===== src/rtl/ula_seq_param.sv =====
// ---------------------------------------------------------------------------
// ula_seq_param -- registered, width-generic ALU with an iterative unsigned
// shift-add multiplier.
//
// One operation is in flight at a time. ADD/SUB/XOR/AND/OR and the reserved
// opcodes finish one cycle after accept. MUL takes WIDTH iterations in CALC.
// The result is held in DONE until the consumer takes it.
//
// Optional feature macro: ULA_FLAGS_EN
//   When defined, adds the registered flag outputs zero, neg and ovf. They
//   are valid together with out_valid and reset to 0.
//   When undefined, the flag ports and their logic do not exist.
//
// Parameters
//   WIDTH      operand width in bits (>= 2); the result bus is 2*WIDTH wide
//
// Ports
//   clk        clock; all logic is on the rising edge
//   rst_n      synchronous active-low reset
//   in_valid   operands/op valid
//   in_ready   block can accept an op (high only in IDLE)
//   a, b       operands, WIDTH bits
//   op         000 ADD, 001 SUB, 010 XOR, 011 AND, 100 OR, 101 MUL,
//              110/111 reserved (result 0)
//   cin        carry in, used by ADD/SUB only
//   out_valid  result valid (DONE state)
//   out_ready  consumer takes the result
//   f          result, 2*WIDTH bits; non-MUL results are zero-extended
//   cout       carry out for ADD/SUB, otherwise 0
//   zero/neg/ovf   status flags (only with ULA_FLAGS_EN)
// ---------------------------------------------------------------------------
module ula_seq_param #(
    parameter int WIDTH = 8
) (
    input  logic                 clk,
    input  logic                 rst_n,
    input  logic                 in_valid,
    output logic                 in_ready,
    input  logic [WIDTH-1:0]     a,
    input  logic [WIDTH-1:0]     b,
    input  logic [2:0]           op,
    input  logic                 cin,
    output logic                 out_valid,
    input  logic                 out_ready,
    output logic [2*WIDTH-1:0]   f,
    output logic                 cout
`ifdef ULA_FLAGS_EN
    ,
    output logic                 zero,
    output logic                 neg,
    output logic                 ovf
`endif
);

    localparam int CW = (WIDTH > 2) ? $clog2(WIDTH) : 1;

    localparam logic [2:0] OP_ADD = 3'b000;
    localparam logic [2:0] OP_SUB = 3'b001;
    localparam logic [2:0] OP_XOR = 3'b010;
    localparam logic [2:0] OP_AND = 3'b011;
    localparam logic [2:0] OP_OR  = 3'b100;
    localparam logic [2:0] OP_MUL = 3'b101;

    typedef enum logic [1:0] {
        S_IDLE = 2'd0,
        S_CALC = 2'd1,
        S_DONE = 2'd2
    } state_t;

    state_t               state_q, state_d;
    logic [CW-1:0]        cnt_q, cnt_d;
    logic [2*WIDTH:0]     acc_q, acc_d;
    logic [WIDTH-1:0]     mcand_q, mcand_d;
    logic [2*WIDTH-1:0]   f_q, f_d;
    logic                 cout_q, cout_d;
`ifdef ULA_FLAGS_EN
    logic                 zero_q, zero_d;
    logic                 neg_q, neg_d;
    logic                 ovf_q, ovf_d;
`endif

    // Single-cycle datapath. SUB is a + ~b + cin, so cin=1 gives a-b and
    // cout=1 means no borrow.
    logic [WIDTH-1:0]     b_eff;
    logic [WIDTH:0]       addsub;
    logic [WIDTH-1:0]     res_f;
    logic                 res_cout;
    logic                 res_ovf;

    always_comb begin
        b_eff    = (op == OP_SUB) ? ~b : b;
        addsub   = {1'b0, a} + {1'b0, b_eff} + {{WIDTH{1'b0}}, cin};
        res_f    = '0;
        res_cout = 1'b0;
        res_ovf  = 1'b0;
        case (op)
            OP_ADD, OP_SUB: begin
                res_f    = addsub[WIDTH-1:0];
                res_cout = addsub[WIDTH];
                // Signed overflow: both addends share a sign that differs
                // from the sign of the sum.
                res_ovf  = (a[WIDTH-1] == b_eff[WIDTH-1]) &&
                           (addsub[WIDTH-1] != a[WIDTH-1]);
            end
            OP_XOR:  res_f = a ^ b;
            OP_AND:  res_f = a & b;
            OP_OR:   res_f = a | b;
            default: res_f = '0;
        endcase
    end

    // One shift-add step. The upper part acc[2W:W] gets the multiplicand
    // added when the current multiplier LSB is set, and then the whole
    // accumulator shifts right by one. The upper part is at most WIDTH
    // significant bits before the add, so the WIDTH+1-bit sum cannot overflow.
    logic [WIDTH:0]       mul_sum;
    logic [2*WIDTH:0]     acc_step;

    always_comb begin
        mul_sum  = acc_q[2*WIDTH:WIDTH] +
                   {1'b0, (acc_q[0] ? mcand_q : {WIDTH{1'b0}})};
        acc_step = {1'b0, mul_sum, acc_q[WIDTH-1:1]};
    end

    // Next-state and datapath register control.
    always_comb begin
        state_d = state_q;
        cnt_d   = cnt_q;
        acc_d   = acc_q;
        mcand_d = mcand_q;
        f_d     = f_q;
        cout_d  = cout_q;
`ifdef ULA_FLAGS_EN
        zero_d  = zero_q;
        neg_d   = neg_q;
        ovf_d   = ovf_q;
`endif
        case (state_q)
            S_IDLE: begin
                if (in_valid) begin
                    if (op == OP_MUL) begin
                        // The multiplier sits in the low half and is consumed
                        // LSB-first as the accumulator shifts.
                        acc_d   = {{(WIDTH+1){1'b0}}, b};
                        mcand_d = a;
                        cnt_d   = '0;
                        state_d = S_CALC;
                    end else begin
                        f_d     = {{WIDTH{1'b0}}, res_f};
                        cout_d  = res_cout;
`ifdef ULA_FLAGS_EN
                        zero_d  = (res_f == '0);
                        neg_d   = res_f[WIDTH-1];
                        ovf_d   = res_ovf;
`endif
                        state_d = S_DONE;
                    end
                end
            end
            S_CALC: begin
                acc_d = acc_step;
                cnt_d = cnt_q + 1'b1;
                if (cnt_q == CW'(WIDTH - 1)) begin
                    f_d     = acc_step[2*WIDTH-1:0];
                    cout_d  = 1'b0;
`ifdef ULA_FLAGS_EN
                    zero_d  = (acc_step[2*WIDTH-1:0] == '0);
                    neg_d   = acc_step[2*WIDTH-1];
                    ovf_d   = 1'b0;
`endif
                    state_d = S_DONE;
                end
            end
            S_DONE: begin
                // No new accept here, even with out_ready high: the block
                // returns to IDLE first.
                if (out_ready) begin
                    state_d = S_IDLE;
                end
            end
            default: state_d = S_IDLE;
        endcase
    end

    always_ff @(posedge clk) begin
        if (!rst_n) begin
            state_q <= S_IDLE;
            cnt_q   <= '0;
            acc_q   <= '0;
            mcand_q <= '0;
            f_q     <= '0;
            cout_q  <= 1'b0;
`ifdef ULA_FLAGS_EN
            zero_q  <= 1'b0;
            neg_q   <= 1'b0;
            ovf_q   <= 1'b0;
`endif
        end else begin
            state_q <= state_d;
            cnt_q   <= cnt_d;
            acc_q   <= acc_d;
            mcand_q <= mcand_d;
            f_q     <= f_d;
            cout_q  <= cout_d;
`ifdef ULA_FLAGS_EN
            zero_q  <= zero_d;
            neg_q   <= neg_d;
            ovf_q   <= ovf_d;
`endif
        end
    end

    assign in_ready  = (state_q == S_IDLE);
    assign out_valid = (state_q == S_DONE);
    assign f         = f_q;
    assign cout      = cout_q;
`ifdef ULA_FLAGS_EN
    assign zero      = zero_q;
    assign neg       = neg_q;
    assign ovf       = ovf_q;
`endif

endmodule

===== config.mk =====
export PLATFORM = sky130hd
export DESIGN_NAME = ula_seq_param
export DESIGN_NICKNAME = d
export VERILOG_FILES = /design/src/rtl/ula_seq_param.sv
export SDC_FILE = /design/constraint.sdc
export NUM_CORES = 1
export LEC_CHECK = 0
export BUFFER_PORTS_ARGS = -buffer_cell sky130_fd_sc_hd__clkbuf_2
export CAP_MARGIN = 25
export CORE_UTILIZATION = 40
export CTS_BUF_LIST = sky130_fd_sc_hd__clkbuf_4 sky130_fd_sc_hd__clkbuf_8
export CTS_CLUSTER_SIZE = 24
export DETAILED_ROUTE_END_ITERATION = 10
export PLACE_DENSITY = 0.57
export REMOVE_ABC_BUFFERS = 1
export SLEW_MARGIN = 20
export SYNTH_ARGS = -nofsm -noshare
export SYNTH_HDL_FRONTEND = slang
export SYNTH_SLANG_ARGS = --single-unit

===== constraint.sdc =====
create_clock -name clk -period 4.6 [get_ports clk]
set_input_delay 0.69 -clock clk [delete_from_list [all_inputs] [get_ports clk]]
set_output_delay 0.69 -clock clk [all_outputs]
set_load 0.05 [all_outputs]

After elaboration in Yosys (flattened, before gate mapping)

Index checks and enable logic that the tools add are counted.

Bits in registers: 47
Input bits: 24
Output and inout bits: 19
Word-level logic and storage cells: 58

$add $sub $neg: 4
Equal/unequal tests: 13
Mux-type cells: 23
Bitwise gates (word level): 4
Reduce and logical (&&, ||, !) cells: 8

Operators by type and width:

| cell                 | count |
|---|---|
| $mux W16             | 3 |
| $mux W17             | 2 |
| $pmux W17 S2         | 1 |
| $pmux W16 S2         | 1 |
| $pmux W8 S4          | 1 |
| $mux W8              | 2 |
| $add A8 B8 Y9        | 1 |
| $add A9 B1 Y9        | 1 |
| $add A9 B8 Y9        | 1 |
| $eq A3 B3 Y1 const B | 3 |
| $reduce_and A3 Y1    | 3 |
| $and A8 B8 Y8        | 1 |
| $mux W2              | 4 |
| $not A8 Y8           | 1 |
| $or A8 B8 Y8         | 1 |
| $xor A8 B8 Y8        | 1 |
| $eq A3 B2 Y1 const B | 2 |
| $mux W3              | 2 |
| $ne A2 B2 Y1 const B | 3 |
| $pmux W2 S3          | 1 |
| $pmux W3 S2          | 1 |
| $mux W1              | 4 |
| $ne A2 B1 Y1 const B | 2 |
| $reduce_and A4 Y1    | 1 |
| other kinds (9)      | 9 |

Longest topological paths before layout

Word-level depth: 8
Mapped depth: 13
Depth with buffers taken out: 11

Least setup slack after synthesis

No wires, ideal clock.

Kind: input -> register
Start: input op[2]
End: register f_q[4], in the netlist f[4]
Setup time: 0.117 ns
Data arrival time: 3.194 ns
Setup slack: 1.289 ns
Stages on the path: 13
Buffers on the path: 2
Cells stage by stage: buf_2 nor2_1 and2_1 buf_2 xnor2_1 fa_1 inv_1 fa_1 a21o_1 a2111o_1 o211ai_1 o211ai_1 a32o_1

Cells in the longest elaborated chain, start to end: 8
Elaborated cells between the ends (all ways): 16
Those cells by class: add/sub: 2; eq/ne: 6; mux: 5; reduce/logical: 3

Ends and longest elaborated chain:

| item                   | line   | source |
|---|---|---|
| start: declaration     | 41     | `input logic [2:0] op,` |
| $eq A3 B1 Y1           | 91, 96 |  |
| $mux W8                | 91     | `b_eff = (op == OP_SUB) ? ~b : b;` |
| $add A8 B8 Y9          | 92     | `addsub = {1'b0, a} + {1'b0, b_eff} + {{WIDTH{1'b0}}, cin};` |
| $add A9 B1 Y9          | 92     |  |
| $pmux W8 S4            | 96     | `case (op)` |
| $mux W16               | 141    | `if (op == OP_MUL) begin` |
| $mux W16               | 140    | `if (in_valid) begin` |
| $pmux W16 S2           | 138    | `case (state_q)` |
| end signal: assignment | 191    | `f_q <= '0;` |
| end signal: assignment | 203    | `f_q <= f_d;` |
| end: declaration       | 74     | `logic [2*WIDTH-1:0] f_q, f_d;` |

Several ways; a longest one is shown, not always the timed one. The select of a mux whose other input is x is not followed.
A chain may end at the register's enable or synchronous reset.

Final worst setup path

Start: input op[2]
End: register f_q[6], in the netlist f[6]

The elaborated chain is that of the path after synthesis.

==> run metrics <==
ys async rst share 0%; First-pass DRT Iterations 4; max frequency 307 MHz; most common cell after layout, fill and taps aside dfxtp_1; hold-fix buffer count after cts 0; CP Cell Sequence clkbuf_2 -> nor2_1 -> and2_1 -> xnor2_1 -> fa_1 -> inv_1 -> fa_1 -> a21o_1 -> nand4_1 -> a2111oi_0 -> nor3b_1 -> o41ai_2; Antenna diodes 0; Max H-tree Level 2; final global-route overflow total 0; TritonCTS clock tree yes; DIE HEIGHT 91.7 µm; post-synthesis cell count 391; initial antenna violation count 0; GP Congestion 0.887; setup TNS 0 ns; core area 0.00777 mm²; Slew headroom 43.8%; crit path max fanout 13; Bufs and invs on worst path 2; Rows 32; CP Data Arrival Time 3.48 ns; HPWL after DPL 5830 µm; Root Buffer clkbuf_8; Syn-to-layout area delta 11.6%; Initial Util 41.4%; leakage power 1.57 nW; reg-to-reg slack, setup 2.23 ns; Hold Vio Cnt, Final 0; total CTS buffers 5; R2R Path Start state_q[0]; CP max stage cell nor2_1; Avg Vias per Cell 5.37; crit path to f[6]; Worst path depth 12; Crit. End Element flop; sequential cell area fraction in the yosys report 28.6%; status completed; startpoint class of the critical path input port; worst setup path category input port to flop; NumNets Final 482; fillers 813; # port buffers 42; warnings from Yosys 0; main flop type after synthesis dfxtp_1; initial DRC count 188; Syn Std Cell Area 0.00322 mm²; Yosys reg bits 46; io pins 43; layout cells sized above 1 15.6%; post-layout min period 3.26 ns; worst skew pair latency 0.31 ns; synth unique cells 54; largest net degree at the start of global routing 32; Register Area 921 µm²; Pwr Density 266 mW/mm²; top-area cell type share of the netlist area 28.6%; WL per Instance 15.3 µm; final wirelength 8030 µm; max-slew violations 0; Worst Reg-to-Reg Cells 5; final period utilization 70.9%; post-CTS sizing 0; Critical Path RT 4.82 ns; Routed Antenna Nets 0; vias in the first global route 2679; Hold Path Class flop to flop; peak supply drop 0.167 mV; most frequent cells in the layout 46 x dfxtp_1, 44 x nand2_1, 42 x clkbuf_2; first-pass GRT wire length 13300 µm; Crit. Startpoint op[2]; DRC Markers 0; Die X 91.7 µm; postcts setup bufs 0; total number of vias 2812; CTS Buffer Depth 2; CP peak stage delay 0.42 ns; clock-pin slew of the registers on the worst-case setup and hold paths 0.10 ns; worst-margin pin slew 0.841 ns; Synth area leader dfxtp_1; Max-cap violations 0; multi-input logic area 0.00211 mm²; CP most frequent cell fa_1; Clock Sinks 46; total track usage 20.1%; top cells by area, synth dfxtp_1 29%, ha_1 13%, nand2_1 5.1%, a21oi_1 4.7%, o21ai_0 4.5%; RSZ-0062 raised after global routing no; final setup vio count 0; Post-Syn Area per Cell 8.23 µm²; Setup Skew 0.00931 ns; EDFF count, synth 0; fin util 46.2%; FF-to-FF End f[4]; Largest delay share family, worst path simple AND/OR/NAND/NOR gates; DIE AREA 0.00840 mm²
how the worst min path moves through the flow:
stage                          from         to  depth (start not counted)
after global placement    acc_q[15]  acc_q[15]                          2
after floorplan           acc_q[15]  acc_q[15]                          2
final                         f[10]      f[10]                          2
after global routing          f[10]      f[10]                          2
after CTS                     f[10]      f[10]                          2
after detailed placement      f[10]      f[10]                          2
worst min-delay path, delay by kind of cell (launching register included):
family	cells	cell delay, ns
flops	1	0.32
simple gates	1	0.05
compound gates	1	0.05
synthesized netlist by cell type, drive strengths merged, types with 4 or more instances:
| master | count |
|---|---|
| dfxtp | 46 |
| nand2 | 44 |
| ha | 34 |
| a21oi | 30 |
| o21ai | 30 |
| inv | 24 |
| nor2 | 23 |
| nand3 | 14 |
| buf | 13 |
| a31oi | 12 |
| mux2i | 11 |
| and2 | 10 |
| xnor2 | 10 |
| clkbuf | 9 |
| o221ai | 6 |
| nand2b | 5 |
| nor2b | 5 |
| a21o | 4 |
| o211ai | 4 |
| o21a | 4 |
registers in the layout, indices dropped and copies added (netlist names):
register  cells
f            16
mcand_q       8
acc_q        16
cnt_q         3
state_q       2
cout          1
cell families after synthesis:
group,Yosys count,synth area share [%]
buffers and inverters,46,5.87
DFF,46,28.6
adders and majority gates,37,15.1
AOI/OAI and AO/OA,114,22.8
muxes,14,4.47
and+or+nand+nor,121,19.6
xor gates and xnor gates,13,3.54
layer usage:
| layer | wire length [µm] | global-route usage [%] | share of wire, % | vias to the layer above |
|---|---|---|---|---|
| met3 | 315 | 2.49 | 3.9 | 7 |
| li1 | - | - | - | 1449 |
| met5 | 0 | 0 | 0 | - |
| met2 | 3780 | 34.3 | 47 | 53 |
| met4 | 70 | 5.16 | 0.87 | 0 |
| met1 | 3860 | 26.7 | 48 | 1303 |
through the flow:
stage / hold WS, ns / instances / setup slack, ns / cell area [µm²] / power, W
after floorplan: 0.434 / 369 / 1.36 / 3120 / 0.000571
after global routing: 0.478 / 524 / 1.05 / 3590 / 0.00100
after CTS: 0.461 / 524 / 1.35 / 3590 / 0.000964
after detailed placement: 0.447 / 516 / 1.03 / 3480 / 0.000643
after global placement: 0.445 / 516 / 1.12 / 3480 / 0.000640
final: 0.458 / 524 / 1.34 / 3590 / 0.000955
layout make-up:
type / instances / area share, %
clock buffers: 5 / 1.92
clock inverters: 3 / 1.22
inverters: 24 / 2.51
multi-input cells: 299 / 58.7
flip-flops and latches: 46 / 25.6
well taps: 102 / 3.55
repair buffers: 45 / 6.48
power by group:
part | internal (W) | total (W) | switching [W] | leakage [nW]
Sequential | 0.000410 | 0.000419 | 0.00000956 | 0.372
Clock | 0.000163 | 0.000320 | 0.000157 | 0.0585
Combinational | 0.0000760 | 0.000215 | 0.000139 | 1.14
Total | 0.000649 | 0.000955 | 0.000306 | 1.57
No activity file was read; power rests on OpenSTA's default activity.
